### config.mk
export PLATFORM = sky130hd
export DESIGN_NAME = alu_32bit_flat
export DESIGN_NICKNAME = d
export VERILOG_FILES = /design/src/rtl/alu_32bit_if.sv /design/src/rtl/alu_32bit.sv /design/src/flat_wrapper.sv
export SDC_FILE = /design/constraint.sdc
export NUM_CORES = 1
export LEC_CHECK = 0
export ABC_CLOCK_PERIOD_IN_PS = 4700
export BUFFER_PORTS_ARGS = -buffer_cell sky130_fd_sc_hd__buf_4
export CAP_MARGIN = 5
export CORE_MARGIN = 3
export CORE_UTILIZATION = 47
export CTS_CLUSTER_DIAMETER = 80
export DETAILED_ROUTE_END_ITERATION = 8
export PLACE_DENSITY = 0.69
export SYNTH_ARGS = -nofsm -noshare
export SYNTH_HDL_FRONTEND = slang
export SYNTH_SLANG_ARGS = --single-unit
### constraint.sdc
create_clock -name clk -period 4.7 [get_ports clk]
set_input_delay 0 -clock clk [delete_from_list [all_inputs] [get_ports clk]]
set_output_delay 0 -clock clk [all_outputs]
set_load 0.03 [all_outputs]
### src/rtl/alu_32bit_if.sv
`default_nettype none
// ============================================================================
//  Module   : alu_32bit_if
//  Purpose  : Operand/result bundle for the execute-stage ALU.
//             master drives operands and select, and observes the result and flags.
//             slave receives operands and select, and returns the result and flags.
//  Signals  : a, b   operands (WIDTH)
//             sel    operation select (4)
//             r      registered result (WIDTH)
//             z,c,v,s  registered zero / carry / overflow / sign flags
//  Revision : 1.0  initial release
// ============================================================================
interface alu_32bit_if #(
    parameter int WIDTH = 32
);
    logic [WIDTH-1:0] a;
    logic [WIDTH-1:0] b;
    logic [3:0]       sel;
    logic [WIDTH-1:0] r;
    logic             z;
    logic             c;
    logic             v;
    logic             s;

    modport master (
        output a, b, sel,
        input  r, z, c, v, s
    );

    modport slave (
        input  a, b, sel,
        output r, z, c, v, s
    );
endinterface
`default_nettype wire

### src/rtl/alu_32bit.sv
`default_nettype none
// ============================================================================
//  Module   : alu_32bit
//  Purpose  : Integer ALU for the RISC-V execute stage. One operation per
//             cycle, selected by bus.sel. The result and flags are registered,
//             so they appear one clock after the operands.
//  Ports    : clk  system clock, rising edge
//             rst  synchronous active-high reset (r=0, z=1, c=v=s=0)
//             bus  alu_32bit_if.slave: a, b, sel in; r, z, c, v, s out
//  Revision : 1.0  initial release
// ============================================================================
module alu_32bit #(
    parameter int WIDTH = 32
) (
    input  wire logic    clk,
    input  wire logic    rst,
    alu_32bit_if.slave   bus
);

    localparam int       c_SHW      = $clog2(WIDTH);
    localparam logic [3:0] c_SEL_AND  = 4'b0000;
    localparam logic [3:0] c_SEL_OR   = 4'b0001;
    localparam logic [3:0] c_SEL_ADD  = 4'b0010;
    localparam logic [3:0] c_SEL_XOR  = 4'b0011;
    localparam logic [3:0] c_SEL_SLL  = 4'b0100;
    localparam logic [3:0] c_SEL_SRL  = 4'b0101;
    localparam logic [3:0] c_SEL_SUB  = 4'b0110;
    localparam logic [3:0] c_SEL_SRA  = 4'b0111;
    localparam logic [3:0] c_SEL_SLT  = 4'b1000;
    localparam logic [3:0] c_SEL_SLTU = 4'b1001;

    logic             w_sub;
    logic [WIDTH-1:0] w_b_op;
    logic [WIDTH:0]   w_sum_ext;
    logic [c_SHW-1:0] w_shamt;
    logic [WIDTH-1:0] w_res;
    logic             w_c;
    logic             w_v;

    logic [WIDTH-1:0] r_res;
    logic             r_z;
    logic             r_c;
    logic             r_v;
    logic             r_s;

    // Single shared adder: subtraction is a + ~b + 1, so the carry-out of
    // the extended sum is 1 exactly when no borrow occurs (a >= b unsigned).
    assign w_sub     = (bus.sel == c_SEL_SUB);
    assign w_b_op    = w_sub ? ~bus.b : bus.b;
    assign w_sum_ext = {1'b0, bus.a} + {1'b0, w_b_op} + {{WIDTH{1'b0}}, w_sub};
    assign w_shamt   = bus.b[c_SHW-1:0];

    always_comb begin
        w_res = '0;
        w_c   = 1'b0;
        w_v   = 1'b0;
        case (bus.sel)
            c_SEL_AND:  w_res = bus.a & bus.b;
            c_SEL_OR:   w_res = bus.a | bus.b;
            c_SEL_XOR:  w_res = bus.a ^ bus.b;
            c_SEL_ADD,
            c_SEL_SUB: begin
                w_res = w_sum_ext[WIDTH-1:0];
                w_c   = w_sum_ext[WIDTH];
                // Overflow when both adder inputs share a sign that the sum lost;
                // using the inverted b for SUB covers the a[31]!=b[31] case.
                w_v   = (bus.a[WIDTH-1] == w_b_op[WIDTH-1]) &&
                        (w_sum_ext[WIDTH-1] != bus.a[WIDTH-1]);
            end
            c_SEL_SLL:  w_res = bus.a << w_shamt;
            c_SEL_SRL:  w_res = bus.a >> w_shamt;
            c_SEL_SRA:  w_res = $unsigned($signed(bus.a) >>> w_shamt);
            c_SEL_SLT:  w_res = {{(WIDTH-1){1'b0}}, ($signed(bus.a) < $signed(bus.b))};
            c_SEL_SLTU: w_res = {{(WIDTH-1){1'b0}}, (bus.a < bus.b)};
            default:    w_res = '0;
        endcase
    end

    always_ff @(posedge clk) begin
        if (rst) begin
            r_res <= '0;
            r_z   <= 1'b1;
            r_c   <= 1'b0;
            r_v   <= 1'b0;
            r_s   <= 1'b0;
        end else begin
            r_res <= w_res;
            r_z   <= (w_res == '0);
            r_c   <= w_c;
            r_v   <= w_v;
            r_s   <= w_res[WIDTH-1];
        end
    end

    assign bus.r = r_res;
    assign bus.z = r_z;
    assign bus.c = r_c;
    assign bus.v = r_v;
    assign bus.s = r_s;

endmodule
`default_nettype wire

### src/flat_wrapper.sv
// flat-port wrapper written by rule: the top's interface ports become plain ports
module alu_32bit_flat 
#(
    parameter int WIDTH = 32
)
  (clk, rst, bus_a, bus_b, bus_sel, bus_r, bus_z, bus_c, bus_v, bus_s);
  alu_32bit_if #(.WIDTH(WIDTH)) bus_i ();
  input  wire logic clk;
  input  wire logic rst;
  input wire logic [$bits(bus_i.a)-1:0] bus_a;
  input wire logic [$bits(bus_i.b)-1:0] bus_b;
  input wire logic [$bits(bus_i.sel)-1:0] bus_sel;
  output wire logic [$bits(bus_i.r)-1:0] bus_r;
  output wire logic [$bits(bus_i.z)-1:0] bus_z;
  output wire logic [$bits(bus_i.c)-1:0] bus_c;
  output wire logic [$bits(bus_i.v)-1:0] bus_v;
  output wire logic [$bits(bus_i.s)-1:0] bus_s;
  assign bus_i.a = bus_a;
  assign bus_i.b = bus_b;
  assign bus_i.sel = bus_sel;
  assign bus_r = bus_i.r;
  assign bus_z = bus_i.z;
  assign bus_c = bus_i.c;
  assign bus_v = bus_i.v;
  assign bus_s = bus_i.s;
  alu_32bit #(.WIDTH(WIDTH)) u_core (.clk(clk), .rst(rst), .bus(bus_i));
endmodule
==> summary.md <==
| Metric | Value |
|---|---|
| Slew @ Worst Pin | `0.9148 ns` |
| Worst hold stages | `2` |
| # rows | `53` |
| Fin worst setup slack | `0.5013 ns` |
| Max stage delay on crit path | `~0.66 ns` |
| Main area contributors after synthesis | `ha_1, mux4_2, dfxtp_1` |
| HPWL after DPL | `approximately 36000 µm` |
| CP max stage cell | `a2111oi_0` |
| Sequential-to-total area share from yosys stat | `just under 7%` |
| DR pass1 iterations | `5` |
| Die width | `about 150 µm` |
| Design area | `11210 µm²` |
| Critical Path Fanout Max | `29` |
| #FFs+latches synth | `35` |
| Hold endpoint | `u_core.bus.r[17]$_SDFF_PP0_` |
| Vias per cell | `6.888` |
| Commonest non-fill, non-tap cell in the layout | `ha_1` |
| Placer congestion estimate | `~1.1` |
| Pin count of the biggest net entering global routing | `just over 80` |
| Syn Area/Cell | `approximately 7.6 µm²` |
| Area grow syn2layout | `10.09%` |
| Place WS | `0.3304 ns` |
| Worst-path clk slew | `0.05 ns` |
| Initial cell density of the core | `~48%` |
| Diode count | `0` |
| Yosys top cell area share | `roughly 16%` |
| Routed WL per cell | `between 20 and 30 µm` |
| Fmax | `approximately 240 MHz` |
| Status | `complete, no violations` |
| Worst endpoint required time | `approximately 5 ns` |
| Syn nets | `1546` |
| Worst slew margin | `between 30% and 40%` |
| Max cap viols | `0` |
| Deepest clock path buffer count | `2` |
| Post-CTS Setup Inserts | `0` |
| Pwr/cell area | `about 180 nW/µm²` |
| Post-Syn Area | `10180 µm²` |
| First-pass GRT wire length | `roughly 68000 µm` |
| Final Util | `52.98%` |
| Cts repair resizes | `0` |
| IO Count | `106` |
| EDFF count, synth | `0` |
| Element type at the critical path end | `register` |
| Drc violations | `0` |
| Share of layout cells above drive strength 1 | `between 10% and 20%` |
| Ys async rst share | `0%` |
| Vias in the first global route | `between 10000 and 15000` |
| Critical Path Most Common Cell | `buf_4` |
| Tcrit/Tclk final | `about nine tenths` |
| Unrepaired setup endpoints after global routing | `false` |
| Max-slew violations | `0` |
| CP arrival | `approximately 4.4 ns` |
| Leak Pwr | `slightly below 5 nW` |
| CTS Buf Count | `5` |
| Hold Vio Cnt, Final | `0` |
| Final Routed Wirelength | `45480 µm` |
| CP Cell Sequence | `buf_4, nor2b_1, and3b_2, buf_4, xnor2_1, ha_1, a211oi_1, o211a_1, o21a_1, o21ai_0, xor2_1, a2111oi_0, nand2_1, nor4_1, nand4_1, o21bai_1` |
| Htree depth | `2` |
| Core area | `~21000 µm²` |
| Initial antenna violation count | `0` |
| Setup TNS | `0 ns` |
| Antenna viol nets, final | `0` |
| DRT iter0 DRCs | `between 1000 and 1500` |
| Crit start category | `primary input` |
| Root Driver | `clkbuf_16` |
| Total track usage | `a little under two fifths` |
| Grt total ovfl | `0` |
| Top_reg_cell synth | `dfxtp_1` |
| Peak VDD IR | `around 0.10 mV` |
| Setup violators final | `0` |
| # hold bufs at CTS | `0` |
| Port buffer count | `approximately 110` |
| Critical path type | `in -> reg` |
| Area post-placement | `around 11000 µm²` |
| Min-delay src | `rst` |
| Nets@finish | `roughly 1600` |
| Via count | `between 10000 and 15000` |
| TritonCTS clock tree | `done` |
| Tmin final | `between 4 and 5 ns` |
| Ys Warns | `0` |
| CTS Sinks | `35` |
| Min-delay worst type | `in -> reg` |
| Most frequent cells in the layout | `ha_1, buf_4, nor2_1` |
| Die area | `~23000 µm²` |
| Distinct cells, synth | `82` |
| Die height | `153.2 µm` |
| Post-Synthesis Cells | `between 1000 and 1500` |
| Yosys top cell by area | `ha_1` |
-- critical path: cells and delay by family --
kind	cells	cell delay, ns
buffers and inverters	2	0.58
AO/OA/AOI/OAI	6	2.01
AND/OR/NAND/NOR	5	1.26
adder cells (fa/ha/maj)	1	0.27
XOR/XNOR	2	0.28
-- registers in the layout, summed over array words and instances, names as in the netlist --
register	flops
u_core.bus.c	1
u_core.bus.v	1
u_core.bus.r	31
u_core.bus.z	1
u_core.bus.s	1
-- cell usage after synthesis, drive strengths merged, types with 17 or more instances --
library cell,count
a211oi,26
a21oi,86
a22oi,21
buf,48
clkbuf,59
dfxtp,35
ha,130
inv,94
mux2,24
mux2i,62
mux4,43
nand2,104
nand2b,25
nand3,28
nand4,24
nor2,112
nor3,26
nor4,17
o211ai,22
o21ai,77
o22ai,33
xnor2,38
-- per-stage QoR --
step	total power [mW]	std cells	hold slack, ns
floorplan	1.176	1345	0.2728
global placement	1.603	1642	0.3951
detailed placement	1.607	1642	0.3979
CTS	1.949	1650	0.1140
global route	2.087	1650	0.1448
finish	1.983	1650	0.1221
-- worst max-delay path by stage --
| stage | start | endpoint | slack, ns | depth (start not counted) |
|---|---|---|---|---|
| floorplan | bus_sel[1] | u_core.bus.z$_SDFF_PP1_ | 0.26 | 19 |
| global placement | bus_sel[3] | u_core.bus.z$_SDFF_PP1_ | 0.63 | 16 |
| detailed placement | bus_sel[2] | u_core.bus.z$_SDFF_PP1_ | 0.33 | 16 |
| CTS | bus_sel[2] | u_core.bus.z$_SDFF_PP1_ | 0.62 | 16 |
| global route | bus_sel[2] | u_core.bus.z$_SDFF_PP1_ | 0.24 | 16 |
| finish | bus_sel[2] | u_core.bus.z$_SDFF_PP1_ | 0.50 | 16 |
-- per-layer routing --
layer  vias to the layer above  wire [µm]  track usage [%]
li1                       5083          -                -
met1                      5467      19560            52.63
met2                       721      19180            55.71
met3                        94       4957            7.078
met4                         0       1786            12.90
met5                         -          0                0
-- report_power, final --
part / total (mW) / switching, mW / internal, mW
Clock: 0.335 / 0.111 / 0.225
Combinational: 1.32 / 0.841 / 0.482
Sequential: 0.324 / 0.00570 / 0.319
Total: 1.98 / 0.958 / 1.03
-- area by class of cell --
type                            instances  area, µm²
Clock buffer                            7      152.6
Clock inverter                          1      7.507
Fill cell                            2092       9946
Inverter                               95      356.6
Multi-Input combinational cell       1108       8653
Sequential cell                        35      700.7
Tap cell                              275      344.1
Timing Repair Buffer                  129      993.5
-- logic make-up (layout without fill, tap and decap cells) --
group	after synthesis	after routing	synth area share [%]
AOI/OAI and AO/OA	406	406	27.22
and+or+nand+nor	398	398	19.21
buffers and inverters	202	232	8.357
adders and majority gates	131	131	16.17
muxes	129	129	18.37
xor gates and xnor gates	44	44	3.785
DFF	35	35	6.882
No activity file was read; power rests on OpenSTA's default activity.
